===== src/rtl/fetch_pkg.sv =====
// Shared types and constants for the PC fetch sequencer and its timeout counter.
package fetch_pkg;

    typedef enum logic [2:0] {
        ST_IDLE,
        ST_REQ,
        ST_WAIT,
        ST_HALTED,
        ST_FAULT
    } fetch_state_t;

    typedef enum logic [1:0] {
        CAUSE_NONE     = 2'b00,
        CAUSE_MISALIGN = 2'b01,
        CAUSE_TIMEOUT  = 2'b10
    } fault_cause_t;

    localparam logic [31:0] INSTR_BYTES = 32'd4;

    function automatic logic is_misaligned(input logic [31:0] addr);
        return addr[1:0] != 2'b00;
    endfunction

endpackage


===== src/rtl/fetch_timeout_counter.sv =====
// Counts cycles spent waiting on instruction memory; expired flags the last permitted wait cycle.
module fetch_timeout_counter #(
    parameter int TIMEOUT = 16,
    parameter int TO_W    = 5
) (
    input  logic clock,
    input  logic reset,
    input  logic clear,
    input  logic enable,
    output logic expired
);

    localparam logic [TO_W-1:0] LAST = TO_W'(TIMEOUT - 1);

    logic [TO_W-1:0] count_q;
    logic [TO_W-1:0] count_d;

    always_comb begin
        count_d = count_q;
        if (clear) begin
            count_d = '0;
        end else if (enable) begin
            count_d = count_q + TO_W'(1);
        end
    end

    always_ff @(posedge clock) begin
        if (reset) begin
            count_q <= '0;
        end else begin
            count_q <= count_d;
        end
    end

    // Expiry means this wait cycle is the TIMEOUT-th one and no more are allowed.
    assign expired = enable && (count_q == LAST);

endmodule


===== src/rtl/pc_fetch_sequencer.sv =====
// Program-counter / instruction-fetch controller: selects the PC register's next value,
// runs the imem req/ready handshake, and handles halt, redirects and sticky faults.
module pc_fetch_sequencer
    import fetch_pkg::*;
#(
    parameter logic [31:0] RESET_VECTOR = 32'h0000_0000,
    parameter int          TIMEOUT      = 16,
    parameter int          TO_W         = 5
) (
    input  logic        clock,
    input  logic        reset,
    input  logic [31:0] pc_current,
    input  logic        stall,
    input  logic        redirect_valid,
    input  logic [31:0] redirect_target,
    input  logic        halt_req,
    input  logic        resume,
    input  logic        imem_ready,
    output logic [31:0] pc_next,
    output logic        imem_req,
    output logic [31:0] imem_addr,
    output logic        instr_valid,
    output logic        halted,
    output logic        fault,
    output logic [1:0]  fault_cause
);

    fetch_state_t state_q, state_d;
    fault_cause_t cause_q, cause_d;
    logic         pend_valid_q, pend_valid_d;
    logic [31:0]  pend_target_q, pend_target_d;
    logic         halt_pend_q, halt_pend_d;
    logic         fault_q, fault_d;
    logic         halted_q, halted_d;

    logic        misalign;
    logic        wait_expired;
    logic [31:0] pc_plus4;

    fetch_timeout_counter #(
        .TIMEOUT (TIMEOUT),
        .TO_W    (TO_W)
    ) u_timeout (
        .clock   (clock),
        .reset   (reset),
        .clear   (state_q != ST_WAIT),
        .enable  (state_q == ST_WAIT),
        .expired (wait_expired)
    );

    assign misalign  = redirect_valid && is_misaligned(redirect_target);
    assign pc_plus4  = pc_current + INSTR_BYTES;
    assign imem_addr = pc_current;

    always_comb begin
        state_d       = state_q;
        cause_d       = cause_q;
        pend_valid_d  = pend_valid_q;
        pend_target_d = pend_target_q;
        halt_pend_d   = halt_pend_q;
        pc_next       = pc_current;
        imem_req      = 1'b0;
        instr_valid   = 1'b0;

        case (state_q)
            ST_IDLE: begin
                pc_next = RESET_VECTOR;
                state_d = ST_REQ;
            end
            ST_REQ: begin
                if (misalign) begin
                    state_d = ST_FAULT;
                    cause_d = CAUSE_MISALIGN;
                end else if (redirect_valid) begin
                    // Any same-cycle response belongs to the squashed path.
                    imem_req = !stall;
                    pc_next  = redirect_target;
                end else if (halt_req) begin
                    state_d = ST_HALTED;
                end else if (!stall) begin
                    imem_req = 1'b1;
                    if (imem_ready) begin
                        instr_valid = 1'b1;
                        pc_next     = pc_plus4;
                    end else begin
                        state_d = ST_WAIT;
                    end
                end
            end
            ST_WAIT: begin
                imem_req = 1'b1;
                if (misalign) begin
                    imem_req = 1'b0;
                    state_d  = ST_FAULT;
                    cause_d  = CAUSE_MISALIGN;
                end else if (imem_ready) begin
                    state_d      = (halt_pend_q || halt_req) ? ST_HALTED : ST_REQ;
                    pend_valid_d = 1'b0;
                    halt_pend_d  = 1'b0;
                    if (redirect_valid) begin
                        pc_next = redirect_target;
                    end else if (pend_valid_q) begin
                        pc_next = pend_target_q;
                    end else begin
                        pc_next     = pc_plus4;
                        instr_valid = 1'b1;
                    end
                end else if (wait_expired) begin
                    state_d = ST_FAULT;
                    cause_d = CAUSE_TIMEOUT;
                end else begin
                    if (redirect_valid) begin
                        pend_valid_d  = 1'b1;
                        pend_target_d = redirect_target;
                    end
                    if (halt_req) begin
                        halt_pend_d = 1'b1;
                    end
                end
            end
            ST_HALTED: begin
                if (misalign) begin
                    state_d = ST_FAULT;
                    cause_d = CAUSE_MISALIGN;
                end else if (redirect_valid) begin
                    pc_next = redirect_target;
                end else if (resume) begin
                    state_d = ST_REQ;
                end
            end
            ST_FAULT: begin
            end
            default: begin
                state_d = ST_IDLE;
            end
        endcase

        if (reset) begin
            state_d       = ST_IDLE;
            cause_d       = CAUSE_NONE;
            pend_valid_d  = 1'b0;
            pend_target_d = '0;
            halt_pend_d   = 1'b0;
            pc_next       = RESET_VECTOR;
            imem_req      = 1'b0;
            instr_valid   = 1'b0;
        end

        fault_d  = (state_d == ST_FAULT);
        halted_d = (state_d == ST_HALTED);
    end

    always_ff @(posedge clock) begin
        state_q       <= state_d;
        cause_q       <= cause_d;
        pend_valid_q  <= pend_valid_d;
        pend_target_q <= pend_target_d;
        halt_pend_q   <= halt_pend_d;
        fault_q       <= fault_d;
        halted_q      <= halted_d;
    end

    assign halted      = halted_q;
    assign fault       = fault_q;
    assign fault_cause = cause_q;

endmodule


===== config.mk =====
export PLATFORM = sky130hd
export DESIGN_NAME = pc_fetch_sequencer
export DESIGN_NICKNAME = d
export VERILOG_FILES = /design/src/rtl/fetch_pkg.sv /design/src/rtl/fetch_timeout_counter.sv /design/src/rtl/pc_fetch_sequencer.sv
export SDC_FILE = /design/constraint.sdc
export NUM_CORES = 1
export LEC_CHECK = 0
export CAP_MARGIN = 20
export CORE_AREA = 2 2 88 133
export CTS_CLUSTER_DIAMETER = 200
export DETAILED_ROUTE_END_ITERATION = 10
export DIE_AREA = 0 0 90 135
export HOLD_SLACK_MARGIN = 0.02
export PLACE_DENSITY = 0.81
export SYNTH_ARGS = -nofsm -noshare
export SYNTH_HDL_FRONTEND = slang
export SYNTH_SLANG_ARGS = --single-unit

===== constraint.sdc =====
create_clock -name clock -period 3.98 [get_ports clock]
set_clock_uncertainty 0.05 [all_clocks]
set_input_delay 0.796 -clock clock [delete_from_list [all_inputs] [get_ports clock]]
set_output_delay 0.796 -clock clock [all_outputs]
set_load 0.05 [all_outputs]

=== Word level (Yosys, flattened, before mapping) ===
Index checks and enable logic that the tools add are counted.

* Flip-flop bits (word level): 46
* Word-level logic and storage cells: 96
* Bits of input ports: 71
* Output and inout port bits: 70

* Equal/unequal tests: 12
* Add/subtract/negate cells: 2
* Mux-type cells: 56
* Reduce and logical (&&, ||, !) cells: 15
* Bitwise gates (word level): 3

{| class="wikitable"
|+ Operators with widths
! kind !! count
|-
| 32-bit two-way mux || 12
|-
| 32-bit case mux with 4 select lines || 1
|-
| 3-bit two-way mux || 12
|-
| 32-bit by 3-bit adder with 32-bit output, second input constant || 1
|-
| 1-bit two-way mux || 22
|-
| 3-bit case mux with 5 select lines || 1
|-
| 4-bit AND reduction || 3
|-
| 2-bit two-way mux || 5
|-
| 3-bit by 2-bit equality test with 1-bit output, second input constant || 3
|-
| 2-bit nonzero test || 4
|-
| 3-bit equality test, second input constant || 2
|-
| 3-bit != test, second input constant || 2
|-
| 5-bit by 1-bit adder with 5-bit output, second input constant || 1
|-
| 5-bit by 4-bit equality test with 1-bit output, second input constant || 1
|-
| 5-bit AND reduction || 1
|-
| 1-bit case mux with 2 select lines || 2
|-
| 2-bit case mux with 2 select lines || 1
|-
| 2-bit OR reduction || 2
|-
| 3-bit by 1-bit equality test with 1-bit output, second input constant || 1
|-
| 3-bit logical NOT || 1
|-
| 3-bit by 2-bit != test with 1-bit output, second input constant || 1
|-
| 1-bit inverter || 3
|-
| 1-bit logical AND || 2
|-
| 2-bit by 1-bit != test with 1-bit output, second input constant || 1
|-
| other kinds (3) || 3
|}

=== Longest topological paths before layout ===
Gate-level depths: netlist of the first run.

* Depth in word-level cells: 8
* Mapped depth: 9
* Mapped depth without buffers: 7

=== Cells and area by module ===
From an unflattened synthesis of the first run, not the netlist that was laid out.

* Cells, all modules: 894
* Area total of the unflattened synthesis: 5693.0 um^2

{| class="wikitable"
|+ Modules (own cells, without submodules)
! module !! instances !! area an instance (um^2) !! cells each !! seq. area each (um^2)
|-
| pc_fetch_sequencer || 1 || 5412.7 || 870 || 820.8
|-
| fetch_timeout_counter || 1 || 280.3 || 24 || 100.1
|}

=== Worst setup path after synthesis of the first run ===
OpenSTA, ideal clock, no wires.

* Path type: input port to output port
* Start: input imem_ready
* End: output pc_next[11]
* Path buffers: 2
* Cell stages on the path: 6
* Arrival: 3.483 ns
* Required time: 3.134 ns
* Path slack: -0.349 ns
* Path through: or3b_2 > clkbuf_1 > clkbuf_1 > o21a_1 > nor3_1 > o311ai_0

* Cells in the longest elaborated chain, start to end: 7
* Elaborated cells between the ends (all ways): 9
* Classes of those cells: mux (9)

{| class="wikitable"
|+ RTL lines
! element !! RTL line !! RTL
|-
| start: declaration || pc_fetch_sequencer.sv:18 || <nowiki>input logic imem_ready,</nowiki>
|-
| 32-bit two-way mux || pc_fetch_sequencer.sv:82 || <nowiki>if (imem_ready) begin</nowiki>
|-
| 32-bit two-way mux || pc_fetch_sequencer.sv:80 || <nowiki>end else if (!stall) begin</nowiki>
|-
| 32-bit two-way mux || pc_fetch_sequencer.sv:78 || <nowiki>end else if (halt_req) begin</nowiki>
|-
| 32-bit two-way mux || pc_fetch_sequencer.sv:74 || <nowiki>end else if (redirect_valid) begin</nowiki>
|-
| 32-bit two-way mux || pc_fetch_sequencer.sv:71 || <nowiki>if (misalign) begin</nowiki>
|-
| 32-bit case mux with 4 select lines * || pc_fetch_sequencer.sv:65 || <nowiki>case (state_q)</nowiki>
|-
| 32-bit two-way mux * || pc_fetch_sequencer.sv:138 || <nowiki>if (reset) begin</nowiki>
|-
| end: declaration || pc_fetch_sequencer.sv:19 || <nowiki>output logic [31:0] pc_next,</nowiki>
|}

Every way passes the cells marked *; elsewhere a longest branch is shown, timed or not.

=== Worst setup path in the final report of the first run ===
* Start: input redirect_target[0]
* End: output pc_next[12]

* Cells in the longest elaborated chain, start to end: 5
* Elaborated cells between the ends (all ways): 7
* Classes of those cells: mux (5); reduce/logical (2)

{| class="wikitable"
|+ RTL lines
! element !! RTL line !! RTL
|-
| start: declaration || pc_fetch_sequencer.sv:15 || <nowiki>input logic [31:0] redirect_target,</nowiki>
|-
| 2-bit nonzero test * || fetch_pkg.sv:21 || <nowiki>return addr[1:0] != 2'b00;</nowiki>
|-
| 1-bit logical AND * || pc_fetch_sequencer.sv:51 || <nowiki>assign misalign = redirect_valid && is_misaligned(redirect_target);</nowiki>
|-
| 32-bit two-way mux (on tied branches) || pc_fetch_sequencer.sv:122, pc_fetch_sequencer.sv:71, pc_fetch_sequencer.sv:92 ||
|-
| 32-bit case mux with 4 select lines * || pc_fetch_sequencer.sv:65 ||
|-
| 32-bit two-way mux * || pc_fetch_sequencer.sv:138 ||
|}

Marks and branches as above.

==> results.sh, run 1 <==
export IMPL_tightest_slew_ns=0.827
export IMPL_end_kind="primary output"
export IMPL_portBuffers=140
export IMPL_yosysMostFrequentCell="nand2_1"
export IMPL_start_kind="input pin"
export IMPL_grt_ovfl_total=0
export IMPL_finalCritPeriodShare_pct=98.1
export IMPL_netlist_cell_type_count=76
export IMPL_n_fill_cell=987
export IMPL_worst_ep_arrival_time_ns=3.06
export IMPL_cts_tree="done"
export IMPL_cts_buffers=5
export IMPL_yosysWarningCount=0
export IMPL_wl_um=23500
export IMPL_ant_nets=0
export IMPL_netlist_top_cells_count="nand2_1 (145), a21oi_1 (79), clkbuf_1 (60), o21ai_0 (48), dfxtp_1 (46)"
export IMPL_die_w_um=90
export IMPL_place_ws_ns=-0.162
export IMPL_nNetsFinal=1048
export IMPL_crit_fanout=18
export IMPL_use_met1_pct=45.0
export IMPL_drive_gt1_share_pct=21.8
export IMPL_antenna_found_initial=0
export IMPL_hold_slack_ns=0.405
export IMPL_synth_edf_count=0
export IMPL_ioPinCount=141
export IMPL_grt_pass1_wl_um=36300
export IMPL_synth_top_area_share_pct=17.1
export IMPL_syn_to_final_growth_pct=48.3
export IMPL_grt_max_degree=43
export IMPL_fmax_ghz=0.256
export IMPL_dieArea_sq_um=12200
export IMPL_status="completed"
export IMPL_ys_seq_elements=46
export IMPL_crit_type="input pin to primary output"
export IMPL_setup_tns_ns=0
export IMPL_gp_congestion=1.03
export IMPL_synth_top_family_by_area="compound AO/OA/AOI/OAI gates"
export IMPL_avgViaCountPerCell=6.38
export IMPL_finalHoldViolCount=0
export IMPL_clock_latency_ns=0.30
export IMPL_power_density_nw_per_um2=253
export IMPL_track_usage_pct=37.4
export IMPL_root_buffer="clkbuf_16"
export IMPL_num_vias=7162
export IMPL_synth_top_area_cell="dfxtp_1"
export IMPL_period_needed_ns=3.91
export IMPL_cts_buffer_depth=2
export IMPL_dp_cells=1113
export IMPL_use_met2_pct=63.5
export IMPL_muxShareOfSynthArea_pct=1.88
export IMPL_syn_inst=818
export IMPL_start_util_pct=49.2
export IMPL_synth_flop_cell="dfxtp_1"
export IMPL_ys_async_sr_fraction_pct=0
export IMPL_clock_sinks=46
export IMPL_fin_ws_ns=0.0742
export IMPL_use_met3_pct=5.58
export IMPL_htree_levels=2
export IMPL_hp_class="register to register"
export IMPL_register_area_sq_um=921
export IMPL_first_global_vias=6885
export IMPL_p_leak_nw=3.06
export IMPL_antenna_cells=0
export IMPL_multi_input_area_sq_um=3980
export IMPL_max_slew_margin_rel_pct=44.7
export IMPL_maxCapViolations=0
export IMPL_slew_viol_final=0
export IMPL_synth_area_sq_um=5380
export IMPL_first_pass_iters=9
export IMPL_avgSynthCellArea_sq_um=6.57
export IMPL_core_area_sq_um=10900
export IMPL_setup_viol=0
export IMPL_synthAdderAreaFrac_pct=0.698
export IMPL_required_ns=3.13
export IMPL_peakVddDrop_mv=0.164
export IMPL_synth_xor_xnor_area_share_pct=5.05
export IMPL_synth_nets=892
export IMPL_drt_wirelength_per_cell_um=20.9
export IMPL_dp_hpwl_um=17400
export IMPL_path_clk_slew_ns=0.07
export IMPL_layout_cells_non_filler=1122
export IMPL_drc=0
export IMPL_hold_buffers=0
export IMPL_top_usage_layer="met2"
export IMPL_synth_area_leaders="dfxtp_1 (17%), nand2_1 (10%), a21oi_1 (7.4%), o21ai_0 (4.5%), buf_4 (4.5%)"
export IMPL_die_h_um=135
export IMPL_first_iter_violations=780
export IMPL_seq_area_frac_synth_pct=17.1
export IMPL_synth_compound_area_share_pct=32.0
export IMPL_rows=47
export IMPL_synthSimpleGateAreaFrac_pct=31.3
routing by layer:
| metal | part of all wire [%] | wire length (um) |
|---|---|---|
| met5 | 0 | 0 |
| met4 | 6.3 | 1470 |
| met3 | 9.4 | 2200 |
| met2 | 48 | 11200 |
| met1 | 37 | 8590 |
worst paths after layout:
check	to	cells past startpoint	slack, ns	from
hold reg to reg	u_timeout.count_q[0]	1	0.40	u_timeout.count_q[0]
setup / recovery	pc_next[12]	9	0.07	redirect_target[0]
hold / removal	u_timeout.count_q[0]	1	0.40	u_timeout.count_q[0]
setup reg to reg	pend_target_q[0]	4	1.72	state_q[0]
sequential cells by signal, indices dropped and copies added (netlist names):
signal,count
halted,1
fault_cause,2
u_timeout.count_q,5
halt_pend_q,1
fault,1
pend_valid_q,1
state_q,3
pend_target_q,32
stage by stage:
step	util [%]	power, mW	cell area (sq um)
after CTS	71.8	1.99	7860
after global placement	69.6	1.42	7610
final	72.9	2.02	7970
after floorplan	-	1.00	5400
after global routing	72.9	2.07	7970
after detailed placement	69.6	1.43	7610
cells in the final DEF (no fill, tap or decap), drive strengths merged, types with 6 or more instances in the layout:
master	synthesis	layout
xor2	10	10
xnor2	21	21
dfxtp	46	46
a211oi	8	8
mux2i	9	9
nor3	24	24
a22oi	11	11
buf	49	153
a31oi	19	19
nor2	44	44
nor4	12	12
nand2	145	145
o22ai	9	9
and3	8	8
nor2b	18	18
a21o	6	6
clkdlybuf4s50	0	94
nand3	19	19
inv	24	24
o311ai	8	8
nor3b	12	12
dlymetal6s2s	0	11
o211ai	17	17
a221oi	12	12
o21ai	50	50
a21oi	79	79
nand4	17	17
worst max-delay path, stage by stage:
cell and delay (ns):
clkdlybuf4s50_1 0.53, buf_4 0.20, or2_2 0.32, buf_12 0.18, o211ai_1 0.21, nor3b_1 0.26
a2111oi_2 0.08, a21oi_1 0.23, buf_4 0.24
cell type report:
cell class / instances / area share, %
inverter: 24 / 1.13
clock inverter: 3 / 0.863
timing repair buffer: 258 / 32.7
tap: 147 / 2.31
sequential: 46 / 11.6
multi-input combinational: 639 / 49.9
clock buffer: 5 / 1.57
power by group:
| group | total (mW) | switching (mW) | internal, mW | leakage, nW |
|---|---|---|---|---|
| logic | 0.970 | 0.565 | 0.405 | 2.60 |
| registers | 0.480 | 0.0136 | 0.467 | 0.371 |
| clock network | 0.566 | 0.204 | 0.362 | 0.0940 |
cells by family (layout without fill, tap and decap cells):
group                    Yosys count  in the layout
AND/OR/NAND/NOR                  330            330
XOR/XNOR                          31             31
AO/OA/AOI/OAI                    265            265
flip-flops                        46             46
multiplexers                      10             10
adder cells (fa/ha/maj)            3              3
buffers and inverters            133            290
what timing repair did:
action                     CTS  global route
setup endpoints to repair    9            19
gates cloned                 0             0
pin swaps                    2             7
buffers inserted             0             1
gates resized for setup     12            28
Note: power is estimated with default switching activity, not from simulation.
==> inputs of run 2 (changes only) <==
Settings changed: CTS_CLUSTER_DIAMETER 200 to unset, GPL_TIMING_DRIVEN set to 0.
==> run 2 against run 1 <==
  * Maximum frequency is 0.75% lower
  * Wire length is 15% higher
  * Non-clock buffer count is 9 lower
==> results.sh, run 2 (same netlist as run 1, synthesis figures left out) <==
export IMPL_root_buffer="clkbuf_16"
export IMPL_cts_tree="done"
export IMPL_hold_slack_ns=0.401
export IMPL_slew_viol_final=0
export IMPL_max_stage_delay_ns=0.54
export IMPL_antenna_found_initial=0
export IMPL_crit_type="input pin to primary output"
export IMPL_power_total_mw=1.83
export IMPL_crit_chain="clkdlybuf4s50_1 -> nor2_1 -> nand3b_1 -> a221oi_1 -> o311ai_0 -> o31ai_2 -> buf_6"
export IMPL_p_leak_nw=2.73
export IMPL_core_area_sq_um=10900
export IMPL_layout_common_cells="nand2_1 (145), a21oi_1 (79), clkdlybuf4s50_1 (74)"
export IMPL_max_slew_margin_rel_pct=34.0
export IMPL_setup_tns_ns=0
export IMPL_htree_levels=2
export IMPL_worst_ep_arrival_time_ns=3.09
export IMPL_first_global_vias=7040
export IMPL_dieArea_sq_um=12200
export IMPL_syn_to_final_growth_pct=35.5
export IMPL_portBuffers=122
export IMPL_hold_depth=1
export IMPL_r2r_slack_ns=1.02
export IMPL_clock_latency_ns=0.30
export IMPL_rows=47
export IMPL_placed_cell_area_sq_um=6810
export IMPL_gp_congestion=1.07
export IMPL_clock_sinks=46
export IMPL_reg_top3="pend_target_q x32, u_timeout.count_q x5, state_q x3"
export IMPL_ant_nets=0
export IMPL_setup_viol=0
export IMPL_grt_pass1_wl_um=40000
export IMPL_hold_buffers=0
export IMPL_largest_reg_flops=32
export IMPL_grt_ovfl_total=0
export IMPL_maxCapViolations=0
export IMPL_finalCritPeriodShare_pct=98.9
export IMPL_track_usage_pct=42.5
export IMPL_start_util_pct=49.2
export IMPL_die_w_um=90
export IMPL_cts_buffers=5
export IMPL_r2r_end="pend_target_q[11]"
export IMPL_power_density_nw_per_um2=252
export IMPL_antenna_cells=0
export IMPL_wl_um=27000
export IMPL_tightest_slew_ns=0.981
export IMPL_avgViaCountPerCell=6.68
export IMPL_min_to="u_timeout.count_q[0]"
export IMPL_num_vias=7430
export IMPL_crit_fanout=6
export IMPL_nNetsFinal=1039
export IMPL_first_iter_violations=1211
export IMPL_peakVddDrop_mv=0.182
export IMPL_drive_gt1_share_pct=19.2
export IMPL_start_kind="input pin"
export IMPL_end_kind="primary output"
export IMPL_cp_top_family="simple AND/OR/NAND/NOR gates"
export IMPL_dp_hpwl_um=19700
export IMPL_period_needed_ns=3.94
export IMPL_hp_start="u_timeout.count_q[0]"
export IMPL_drt_wirelength_per_cell_um=24.3
export IMPL_path_clk_slew_ns=0.06
export IMPL_largest_register="pend_target_q"
export IMPL_cts_buffer_depth=2
export IMPL_cp_num_buf_inv=2
export IMPL_layout_commonest_cell="nand2_1"
export IMPL_grt_max_degree=15
export IMPL_hp_class="register to register"
export IMPL_first_pass_iters=9
export IMPL_die_h_um=135
export IMPL_worst_r2r_cell_count=7
export IMPL_slowest_stage="clkdlybuf4s50_1"
export IMPL_stdcell_area_sq_um=7290
export IMPL_ioPinCount=141
export IMPL_finalHoldViolCount=0
export IMPL_reg2reg_from="state_q[2]"
export IMPL_drc=0
export IMPL_fmax_ghz=0.254
export IMPL_status="completed"
export IMPL_required_ns=3.13
run 2: stage by stage:
step | setup WS (ns) | utilization (%) | std cells
global route | -0.000693 | 66.6 | 1113
global placement | -1.62 | 62.2 | 1087
floorplan | 0.0495 | - | 818
CTS | 0.00269 | 65.9 | 1108
finish | 0.0447 | 66.6 | 1113
detailed placement | -1.56 | 62.3 | 1087
run 2: worst max-delay path by stage:
stage              startpoint     endpoint  slack, ns  cells past startpoint
2_1_floorplan  redirect_valid   pc_next[5]       0.05                      6
3_3_place_gp   redirect_valid   pc_next[8]      -1.62                      8
3_5_place_dp   redirect_valid   pc_next[8]      -1.56                      8
4_1_cts        redirect_valid  pc_next[23]      0.003                      7
5_1_grt         pc_current[2]  pc_next[25]    -0.0007                      9
6_report                reset  pc_next[31]       0.04                      7
run 2: where the power goes:
part | internal [mW] | total (mW) | switching (mW) | leakage (nW)
logic | 0.288 | 0.870 | 0.583 | 2.28
registers | 0.467 | 0.474 | 0.00648 | 0.371
clock network | 0.297 | 0.491 | 0.194 | 0.0771
total | 1.05 | 1.83 | 0.783 | 2.73
run 2: timing repair:
item / 4_1_cts / 5_1_grt
setup buffers: 16 / 5
pin swaps: 10 / 4
resized for setup: 256 / 35
setup endpoints to repair: 34 / 32
run 2: worst reg2reg max path, delay by kind of cell (launching register included):
kind,cells,cell delay [ns]
AO/OA/AOI/OAI,1,0.16
buffers and inverters,3,1.01
flip-flops,1,0.29
AND/OR/NAND/NOR,3,1.38
run 2: layer usage:
layer	vias to the layer above	GRT usage (%)	wire length (um)
li1	3243	-	-
met1	3364	51.1	9290
met4	0	31.2	2240
met2	621	67.3	12100
met3	202	8.65	3340
met5	-	0	0
run 2: area by class of cell:
class                      instances  area, sq um
buffer                           106          617
clock buffer                       6          129
clock inverter                     2         37.5
fill                            1076         3650
inverter                          24         90.1
multi-input combinational        639         4040
sequential                        46          921
tap                              147          184
timing repair buffer             143         1270
